File: src/rtl/ex_md_ctrl.sv
// EX-stage mul/div sequencer: start pulse, latency counting, and hold of the result until MEM accepts.
// Ports: clk, rst_n; EX status and ex_rs2_is_zero in; mem_allowin and flush in; ex_allowin, ex_ready_go and md_* out.
// Build option MD_DIV_ZERO_FAST_EN: a divide by zero skips the datapath and completes after one cycle.
module ex_md_ctrl #(
  parameter int MUL_LAT = 3,
  parameter int DIV_LAT = 33
) (
  input  logic clk,
  input  logic rst_n,
  input  logic ex_valid,
  input  logic ex_is_mul_inst,
  input  logic ex_is_div_inst,
  input  logic ex_rs2_is_zero,
  input  logic mem_allowin,
  input  logic flush,
  output logic ex_allowin,
  output logic ex_ready_go,
  output logic md_start,
  output logic md_op,
  output logic md_busy,
  output logic md_done,
  output logic md_dz
);

  typedef enum logic [1:0] {
    S_IDLE,
    S_MUL,
    S_DIV,
    S_DONE
  } state_t;

  localparam logic [5:0] MUL_LD = 6'(MUL_LAT - 1);
  localparam logic [5:0] DIV_LD = 6'(DIV_LAT - 1);
  localparam bit MUL_ONE = (MUL_LAT == 1);
  localparam bit DIV_ONE = (DIV_LAT == 1);

  state_t     r_state, w_state_nxt;
  logic [5:0] r_cnt, w_cnt_nxt;
  logic       r_dz, w_dz_nxt;

  logic w_req;
  logic w_is_div;
  logic w_go;
  logic w_dz_fast;

  assign w_req    = ex_valid & (ex_is_mul_inst | ex_is_div_inst);
  assign w_is_div = ex_is_div_inst;

`ifdef MD_DIV_ZERO_FAST_EN
  assign w_dz_fast = w_is_div & ex_rs2_is_zero;
`else
  logic w_unused;
  assign w_unused  = ex_rs2_is_zero;
  assign w_dz_fast = 1'b0;
`endif

  // A start must also be masked while reset is held, because
  // IDLE together with a request would otherwise pulse it.
  assign w_go = (r_state == S_IDLE) & w_req & ~flush & rst_n;

  assign md_start    = w_go & ~w_dz_fast;
  assign md_op       = (r_state == S_DIV) | (md_start & w_is_div);
  assign md_busy     = (r_state == S_MUL) | (r_state == S_DIV);
  assign md_done     = (r_state == S_DONE);
  assign md_dz       = r_dz;
  assign ex_ready_go = ~w_req | (r_state == S_DONE);
  assign ex_allowin  = ~ex_valid | (ex_ready_go & mem_allowin);

  always_ff @(posedge clk or negedge rst_n) begin
    if (!rst_n) begin
      r_state <= S_IDLE;
      r_cnt   <= 6'd0;
      r_dz    <= 1'b0;
    end else begin
      r_state <= w_state_nxt;
      r_cnt   <= w_cnt_nxt;
      r_dz    <= w_dz_nxt;
    end
  end

  // The counter is loaded with LAT-1. Leaving on the edge where
  // it would decrement to zero makes md_done rise exactly LAT
  // cycles after the start cycle. A latency of 1 goes straight
  // to DONE.
  always_comb begin
    w_state_nxt = r_state;
    w_cnt_nxt   = r_cnt;
    w_dz_nxt    = r_dz;
    if (flush) begin
      w_state_nxt = S_IDLE;
      w_cnt_nxt   = 6'd0;
      w_dz_nxt    = 1'b0;
    end else begin
      unique case (r_state)
        S_IDLE: begin
          if (w_go) begin
            if (w_dz_fast) begin
              w_state_nxt = S_DONE;
              w_cnt_nxt   = 6'd0;
              w_dz_nxt    = 1'b1;
            end else if (w_is_div) begin
              w_state_nxt = DIV_ONE ? S_DONE : S_DIV;
              w_cnt_nxt   = DIV_ONE ? 6'd0 : DIV_LD;
            end else begin
              w_state_nxt = MUL_ONE ? S_DONE : S_MUL;
              w_cnt_nxt   = MUL_ONE ? 6'd0 : MUL_LD;
            end
          end
        end
        S_MUL, S_DIV: begin
          if (r_cnt <= 6'd1) begin
            w_state_nxt = S_DONE;
            w_cnt_nxt   = 6'd0;
          end else begin
            w_cnt_nxt = r_cnt - 6'd1;
          end
        end
        S_DONE: begin
          if (mem_allowin) begin
            w_state_nxt = S_IDLE;
            w_dz_nxt    = 1'b0;
          end
        end
        default: begin
          w_state_nxt = S_IDLE;
          w_cnt_nxt   = 6'd0;
          w_dz_nxt    = 1'b0;
        end
      endcase
    end
  end

endmodule
File: config.mk
export PLATFORM = sky130hd
export DESIGN_NAME = ex_md_ctrl
export DESIGN_NICKNAME = d
export VERILOG_FILES = /design/src/rtl/ex_md_ctrl.sv
export SDC_FILE = /design/constraint.sdc
export NUM_CORES = 1
export LEC_CHECK = 0
export BUFFER_PORTS_ARGS = -buffer_cell sky130_fd_sc_hd__clkbuf_2
export CAP_MARGIN = 20
export CORE_MARGIN = 5
export CORE_UTILIZATION = 40
export CTS_CLUSTER_SIZE = 24
export DETAILED_ROUTE_END_ITERATION = 12
export HOLD_SLACK_MARGIN = 0.02
export PLACE_DENSITY = 0.75
export SETUP_SLACK_MARGIN = 0.3
export SYNTH_ARGS = -nofsm -noshare
export SYNTH_HDL_FRONTEND = slang
export SYNTH_SLANG_ARGS = --single-unit
export TNS_END_PERCENT = 20
File: constraint.sdc
create_clock -name clk -period 1.7 [get_ports clk]
set_input_delay 0.085 -clock clk [delete_from_list [all_inputs] [get_ports clk]]
set_output_delay 0.085 -clock clk [all_outputs]
set_load 0.01 [all_outputs]
* Yosys cells after proc, flatten, opt, wreduce, memory -nomap -nowiden
Index checks and enable logic that the tools add are counted.
Cells by class: order comparisons 1, reduce and logical (&&, ||, !) cells 8, add/sub/neg operators 1, mux-type cells 14, bitwise operators 14, equality and inequality tests 6
Operators with widths (number):
- $mux 6 | 4
- $pmux 6 s2 | 1
- $mux 2 | 5
- $ne 3x3->1 const B | 3
- $and 1x1->1 | 6
- $le 6x1->1 const B | 1
- $pmux 2 s3 | 1
- $sub 6x1->6 const B | 1
- $or 1x1->1 | 5
- $eq 2x2->1 const B | 2
- $reduce_and 2->1 | 2
- $reduce_bool 2->1 | 2
- $mux 1 | 3
- $not 1->1 | 3
- $reduce_and 3->1 | 1
- $reduce_bool 3->1 | 1
- $eq 2x1->1 const B | 1
- $logic_not 2->1 | 1
- $reduce_or 2->1 | 1
Storage, ports and cells: flip-flop bits (word level) 9, output and inout bits 7

* Depth between registers and ports, before layout
Gate-level depths: netlist of run 1.
depth after elaboration 8, mapped depth 6, mapped depth without buffers 6

* Least setup slack after synthesis of run 1
OpenSTA, ideal clock, no wires.
path kind register -> register, from register r_state[1], to register r_cnt[1], cell stages (with the launch flop) 7, library setup time 0.087 ns, arrival 1.568 ns, slack 0.046 ns, data required time 1.613 ns, clock period less this slack 1.654 ns, buffers on the path 0, path through dfrtp_1 -> inv_1 -> ha_1 -> inv_1 -> a21o_4 -> o221a_1 -> a211oi_2
Between the ends: cells in the longest elaborated chain, start to end 6
RTL lines:
- start, declared | RTL line 37 | state_t r_state, w_state_nxt;
- start signal, assigned | RTL line 75 | r_state <= w_state_nxt;
- $logic_not 2->1 | RTL line 59, 94
- $and 1x1->1 (3 in a row) | RTL line 59 | assign w_go = (r_state == S_IDLE) & w_req & ~flush & rst_n;
- $ne 3x3->1 (no source line)
- $reduce_and 2->1 (no source line)
- end signal, assigned | RTL line 76 | r_cnt <= w_cnt_nxt;
- end, declared | RTL line 38 | logic [5:0] r_cnt, w_cnt_nxt;
Several ways; a longest one is shown, not always the timed one. A chain may end at the register's enable or synchronous reset.

* Worst setup path in the final report of run 1
from register r_state[1], to output ex_allowin
Between the ends: cells in the longest elaborated chain, start to end 4
RTL lines:
- $eq 2x2->1 | RTL line 66 | assign ex_ready_go = ~w_req | (r_state == S_DONE);
- $or 1x1->1 | RTL line 66
- $and 1x1->1 | RTL line 67 | assign ex_allowin = ~ex_valid | (ex_ready_go & mem_allowin);
- $or 1x1->1 | RTL line 67
- end, declared | RTL line 16 | output logic ex_allowin,
Every way passes these cells.

==> impl_metrics.sql, run 1 <==
INSERT INTO impl_metrics (metric_group, metric, value, unit) VALUES
('status', 'run_status', 'finished, final reports clean', ''),
('critical_path', 'worstSetupEndpointType', 'output port', ''),
('synthesis', 'synth_enable_flop_cells', '0', ''),
('cts', 'worst_skew_pair.late_latency', '0.26', 'ns'),
('floorplan', 'std_cell_rows', '15', ''),
('final_layout', 'mostFrequentLayoutCell', 'sky130_fd_sc_hd__clkbuf_2', ''),
('hold_path', 'holdCritPathClass', 'in2reg', ''),
('critical_path', 'crit_type', 'reg2out', ''),
('synthesis', 'synth.yosys.warnings', '0', ''),
('critical_path', 'critical_path_required', '1.62', 'ns'),
('critical_path', 'critical_path.startpoint_type', 'flop', ''),
('timing', 'finalMaxSlewViolations', '0', ''),
('synthesis', 'yosys.cell_types.count', '40', ''),
('timing', 'worst_slew_pin_slew', '0.5298', 'ns'),
('cts', 'h-tree-depth', '1', ''),
('final_layout', 'most-common-layout-cells', 'sky130_fd_sc_hd__clkbuf_2, sky130_fd_sc_hd__buf_4, sky130_fd_sc_hd__dfrtp_1, sky130_fd_sc_hd__nor2_1', ''),
('synthesis', 'synth-async-reset-ratio', '100.0', '%'),
('synthesis', 'post_syn_area', '696.9', 'sq um'),
('critical_path', 'timing.critical_path.from', 'r_state[1]', ''),
('critical_path', 'timing.critical_path.max_delay_family', 'flip-flops', ''),
('routing', 'drt_drc', '0', ''),
('timing', 'timing_hold_violations_final', '0', ''),
('floorplan', 'fp.dieW', '51.74', 'um'),
('critical_path', 'critical_path.endpoint', 'ex_allowin', ''),
('synthesis', 'synthesis.instances', '74', ''),
('critical_path', 'worst-path-max-fanout', '3', ''),
('critical_path', 'rr_startpoint', 'r_state[1]', ''),
('cts', 'cts_made_buffers', '3', ''),
('place', 'placement.io_buffers', '12', ''),
('routing', 'wl_per_cell', '15.95', 'um'),
('final_layout', 'nFillCells', '144', ''),
('critical_path', 'regToRegEndpoint', 'r_state[0]', ''),
('grt', 'first_pass_grt_wire_length', '2684', 'um'),
('cts', 'numClockSinks', '8', ''),
('synthesis', 'synth.yosys.seq_area_share', '28.73', '%'),
('final_layout', 'finalInstanceArea', '937.1', 'sq um'),
('place', 'detailed_place.area', '820.8', 'sq um'),
('critical_path', 'arrival', '1.52', 'ns'),
('final_layout', 'number_of_antenna_repair_diodes', '0', ''),
('grt', 'first_global_vias', '637', ''),
('synthesis', 'dominantRegCellSynth', 'sky130_fd_sc_hd__dfrtp_1', ''),
('place', 'pre_cts_slack', '0.05399', 'ns'),
('floorplan', 'initial_core_util', '41.26', '%'),
('power', 'ir_drop', '0.6552', 'mV'),
('routing', 'met1_length', '793', 'um'),
('timing', 'period_share', '94.65', '%'),
('grt', 'grt_overflow', '0', ''),
('grt', 'grt_max_degree', '13', ''),
('grt', 'grtUsageTotal', '13.49', '%'),
('cts', 'max-clock-path-buffers', '2', ''),
('critical_path', 'critical_path_buf_inv_count', '3', ''),
('timing', 'rsz0062_at_grt', 'yes', ''),
('synthesis', 'ys_ff_latch', '8', ''),
('routing', 'iter_0_drt_violations', '5', ''),
('cts', 'clk_pin_slew', '0.06', 'ns'),
('floorplan', 'placeable_core_area', '1689', 'sq um'),
('routing', 'postRouteAntennaNets', '0', ''),
('routing', 'dr_pass1_iterations', '4', ''),
('place', 'dp_hpwl', '1264', 'um'),
('routing', 'route.met2.wl', '865', 'um'),
('final_layout', 'total_area_of_multi_input_combinational_cells', '519.2', 'sq um'),
('critical_path', 'timing.critical_path.slowest_cell_delay', '0.38', 'ns'),
('routing', 'vias', '704', ''),
('critical_path', 'timing.critical_path.cells', 'buf_4 > buf_6 > ha_4 > or2_4 > a21boi_1 > clkbuf_2', ''),
('final_layout', 'synthToLayoutAreaGrowth', '34.47', '%'),
('floorplan', 'die-area', '2677', 'sq um'),
('critical_path', 'worst-path-stages', '6', ''),
('critical_path', 'worst-r2r-cell-count', '6', ''),
('critical_path', 'slack_of_the_worst_reg_to_reg_path', '0.11', 'ns'),
('routing', 'route.final.wire_length', '1818', 'um'),
('timing', 'fin_hold_ws', '0.1794', 'ns');
==> where the power goes <==
group	switching, W	internal, W	total [W]
Combinational	0.000505	0.000449	0.000953
Clock	0.0000691	0.0000811	0.000150
Sequential	0.0000537	0.000234	0.000288
Total	0.000627	0.000764	0.00139
==> flip-flops by register name, summed over array words and instances (netlist names) <==
register,count
r_cnt,6
r_state,2
==> final cells by class <==
cell class,instances,area share [%]
Tap cell,17,2.270
Inverter,8,3.471
Multi-Input combinational cell,56,55.41
Clock buffer,3,2.403
Sequential cell,8,21.36
Timing Repair Buffer,22,15.09
==> synthesized netlist by cell type (2+ instances only) <==
cell                        count  share of area, %
sky130_fd_sc_hd__nand2_1        4               2.2
sky130_fd_sc_hd__a211oi_1       2               2.2
sky130_fd_sc_hd__nor3b_1        2               2.2
sky130_fd_sc_hd__nor2b_1        2               1.8
sky130_fd_sc_hd__nor3_1         2               1.4
sky130_fd_sc_hd__inv_1          8               4.3
sky130_fd_sc_hd__o21ai_1        2               1.4
sky130_fd_sc_hd__mux2i_1        2               2.9
sky130_fd_sc_hd__a21oi_1        2               1.4
sky130_fd_sc_hd__nor2_1         5               2.7
sky130_fd_sc_hd__dfrtp_1        8                29
sky130_fd_sc_hd__a2bb2oi_1      2               2.5
sky130_fd_sc_hd__ha_1           6                11
==> cell families after synthesis <==
group,Yosys count,synth area share [%]
other cells,1,0.5381
buf+inv,10,5.925
flops,8,28.73
mux,2,2.873
compound gates,26,32.14
fa+ha+maj,6,10.77
simple gates,21,19.03
==> how the worst min path moves through the flow <==
stage / depth (start not counted) / to / from
2_1_floorplan: 0 / r_cnt[0] / rst_n
3_3_place_gp: 2 / r_cnt[3] / rst_n
3_5_place_dp: 2 / r_cnt[4] / rst_n
4_1_cts: 2 / r_cnt[4] / flush
5_1_grt: 2 / r_cnt[1] / flush
6_report: 2 / r_cnt[4] / flush
==> layer usage <==
layer  global-route usage, %  up-vias
li1                        -      330
met1                   15.47      343
met2                   21.82       23
met3                   3.725        8
met4                   8.734        0
met5                       0        -
==> per-stage QoR <==
stage | utilization [%] | cells | total power (W)
CTS | 53.11 | 109 | 0.001315
floorplan | - | 74 | 0.0008891
detailed placement | 48.59 | 104 | 0.001081
global placement | 48.59 | 104 | 0.001056
global route | 55.48 | 114 | 0.001477
finish | 55.48 | 114 | 0.001391
==> worst reg2reg max path, cell delays in order (launching register included) <==
cell and delay [ns]:
sky130_fd_sc_hd__dfrtp_1 0.38, sky130_fd_sc_hd__buf_4 0.14, sky130_fd_sc_hd__buf_6 0.11, sky130_fd_sc_hd__ha_4 0.15
sky130_fd_sc_hd__a2bb2oi_1 0.32, sky130_fd_sc_hd__a311oi_1 0.16, sky130_fd_sc_hd__a41o_1 0.22
==> timing repair <==
item                                    CTS  global route
hold buffers                              1             0
pin swaps                                 1             8
endpoints found under the hold margin     8             0
cloned                                    0             0
endpoints found under the setup margin   12            12
buffers inserted                          1             5
gates resized for setup                   8             1
Note: power is estimated with default switching activity, not from simulation.
==> inputs of run 2 (changes only) <==
--- a/config.mk
+++ b/config.mk
@@ -12,7 +12,7 @@
 export CTS_CLUSTER_SIZE = 24
 export DETAILED_ROUTE_END_ITERATION = 12
 export HOLD_SLACK_MARGIN = 0.02
-export PLACE_DENSITY = 0.75
+export PLACE_DENSITY = 0.73
 export SETUP_SLACK_MARGIN = 0.3
 export SYNTH_ARGS = -nofsm -noshare
 export SYNTH_HDL_FRONTEND = slang
==> constraint.sdc (replaced) <==
create_clock -name clk -period 1.62 [get_ports clk]
set_input_delay 0.081 -clock clk [delete_from_list [all_inputs] [get_ports clk]]
set_output_delay 0.081 -clock clk [all_outputs]
set_load 0.01 [all_outputs]
==> impl_metrics.sql, run 2 (same netlist as run 1, synthesis figures left out) <==
INSERT INTO impl_metrics (metric_group, metric, value, unit) VALUES
('timing', 'fin_tns_setup', '0', 'ns'),
('critical_path', 'timing.critical_path.slowest_cell_delay', '0.40', 'ns'),
('timing', 'finalCriticalPeriod', '1.583', 'ns'),
('final_layout', 'number_of_flip_flops_under_the_largest_register_name', '6', ''),
('final_layout', 'largest-register', 'r_cnt', ''),
('final_layout', 'mostFrequentLayoutCell', 'sky130_fd_sc_hd__buf_4', ''),
('status', 'run_status', 'finished, final reports clean', ''),
('floorplan', 'die_h', '51.74', 'um'),
('critical_path', 'cp_slowest_cell', 'sky130_fd_sc_hd__dfrtp_1', ''),
('timing', 'max_clock_freq', '0.6319', 'GHz'),
('final_layout', 'most-common-layout-cells', 'sky130_fd_sc_hd__buf_4, sky130_fd_sc_hd__clkbuf_2, sky130_fd_sc_hd__dfrtp_1', ''),
('cts', 'h-tree-depth', '1', ''),
('power', 'clkPwrFrac', '9.6', '%'),
('critical_path', 'arrival', '1.75', 'ns'),
('job', 'drv.max_cap_violation_count', '0', ''),
('power', 'combinationalPowerShare', '72.1', '%'),
('critical_path', 'timing.critical_path.cells', 'inv_2 > ha_4 > or2_4 > a21o_4 > o221a_1 > a211oi_2', ''),
('place', 'dp_hpwl', '1351', 'um'),
('power', 'seq_power_share', '18.4', '%'),
('place', 'detailed_place.area', '873.3', 'sq um'),
('power', 'internal_power', '0.0008853', 'W'),
('cts', 'tritoncts', 'done', ''),
('grt', 'first_pass_grt_wire_length', '3125', 'um'),
('routing', 'iter_0_drt_violations', '10', ''),
('critical_path', 'timing.critical_path.max_delay_family', 'compound AO/OA/AOI/OAI gates', ''),
('hold_path', 'holdCritPathClass', 'in2reg', ''),
('timing', 'rsz0062_at_grt', 'yes', ''),
('critical_path', 'critical_path_required', '1.79', 'ns'),
('routing', 'route.final.wire_length', '2000', 'um'),
('cts', 'cts_root_buffer', 'sky130_fd_sc_hd__clkbuf_4', ''),
('grt', 'grtUsageTotal', '16.07', '%'),
('grt', 'first_global_vias', '684', ''),
('final_layout', 'synthToLayoutAreaGrowth', '47.94', '%'),
('cts', 'cts_made_buffers', '3', ''),
('timing', 'setup_violations', '0', ''),
('floorplan', 'initial_core_util', '41.26', '%'),
('place', 'placement.io_buffers', '12', ''),
('cts', 'numClockSinks', '8', ''),
('cts', 'worst_skew_pair.late_latency', '0.25', 'ns'),
('floorplan', 'die-area', '2677', 'sq um'),
('final_layout', 'post_route_cells_drive_above_1_share', '54.81', '%'),
('critical_path', 'worst-path-max-fanout', '7', ''),
('power', 'leakage', '0.4935', 'nW'),
('timing', 'finalMaxSlewViolations', '0', ''),
('critical_path', 'worstSetupEndpointType', 'flop', ''),
('place', 'finalWeightedCongestion', '0.7799', ''),
('cts', 'max-clock-path-buffers', '2', ''),
('routing', 'dr_pass1_iterations', '4', ''),
('cts', 'clk_pin_slew', '0.06', 'ns'),
('routing', 'vias', '724', ''),
('floorplan', 'fp.dieW', '51.74', 'um'),
('timing', 'clock_skew', '0.004397', 'ns'),
('power', 'ir_drop', '0.7258', 'mV'),
('critical_path', 'critical_path_buf_inv_count', '1', ''),
('routing', 'postRouteAntennaNets', '0', ''),
('routing', 'drt_drc', '0', ''),
('floorplan', 'std_cell_rows', '15', ''),
('grt', 'grt_overflow', '0', ''),
('power', 'total_switching_power', '0.0007153', 'W'),
('final_layout', 'finalInstanceArea', '1031', 'sq um'),
('floorplan', 'placeable_core_area', '1689', 'sq um'),
('critical_path', 'slack_of_the_worst_reg_to_reg_path', '0.04', 'ns'),
('final_layout', 'number_of_antenna_repair_diodes', '0', ''),
('routing', 'vias_per_cell', '5.983', ''),
('timing', 'timing_hold_violations_final', '0', ''),
('power', 'netSwitchingFraction', '44.69', '%'),
('final_layout', 'final_nets', '120', ''),
('floorplan', 'io_pins', '15', ''),
('grt', 'initial_antenna_violation_count', '0', ''),
('critical_path', 'critical_path.startpoint_type', 'flop', ''),
('grt', 'grt_max_degree', '12', ''),
('critical_path', 'crit_type', 'reg2reg', ''),
('timing', 'period_share', '97.69', '%'),
('power', 'pwr_density_cell', '1552', 'nW/um^2'),
('final_layout', 'largest_registers', 'r_cnt (6), r_state (2)', ''),
('routing', 'wl_per_cell', '16.53', 'um');
## run 2: worst paths after layout
check,from,to,cells after the start
max,r_cnt[0],r_cnt[1],6
min,flush,r_cnt[0],3
max reg2reg,r_cnt[0],r_cnt[1],6
min reg2reg,r_cnt[1],r_cnt[1],2
max in group asynchronous,rst_n,r_cnt[4],3
min in group asynchronous,rst_n,r_state[0],2
## run 2: routing by layer
metal	up-vias	wire length, um	track usage (%)
met5	-	0	0
met4	0	33	6.550
met3	6	85	4.011
met2	15	1032	28.60
met1	355	850	18.10
li1	348	-	-
## run 2: layout make-up
class                      count  area (sq um)
inverter                       8         32.53
tap                           17         21.27
fill                         142         658.1
timing repair buffer          29         200.2
clock buffer                   3         22.52
sequential                     8         201.4
multi-input combinational     56         553.0
## run 2: power by group through the flow
| stage | Sequential, W | Combinational, W | Clock, W |
|---|---|---|---|
| 2_1_floorplan | 0.000289 | 0.000644 | 0 |
| 3_3_place_gp | 0.000285 | 0.000875 | 0 |
| 3_5_place_dp | 0.000288 | 0.000906 | 0 |
| 4_1_cts | 0.000288 | 0.00100 | 0.000160 |
| 5_1_grt | 0.000300 | 0.00124 | 0.000179 |
| 6_report | 0.000294 | 0.00115 | 0.000153 |
## run 2: worst reg2reg max path, delay by kind of cell, from the launching register on
kind                       cells  cell delay, ns
adders and majority gates      1            0.15
AOI/OAI and AO/OA              3            0.61
buffers and inverters          1            0.07
and+or+nand+nor                1            0.27
DFF                            1            0.40
## run 2: repair_timing
action                     CTS  global route
buffers inserted             5             1
setup endpoints to repair   12            13
cloned                       0             0
pin swaps                    3             8
gates resized for setup      7            16
hold buffers                 1             0
hold endpoints to repair     8             0
## run 2: per-stage QoR
step / hold slack (ns) / setup slack [ns] / cells / power [W] / utilization, %
floorplan: -0.2146 / 0.1419 / 74 / 0.0009330 / -
global placement: -0.08411 / 0.1005 / 111 / 0.001161 / 51.70
detailed placement: -0.08218 / 0.07961 / 111 / 0.001194 / 51.70
CTS: 0.1839 / 0.07095 / 120 / 0.001451 / 57.33
global route: 0.1887 / -0.01578 / 121 / 0.001721 / 61.04
finish: 0.1956 / 0.03750 / 121 / 0.001601 / 61.04
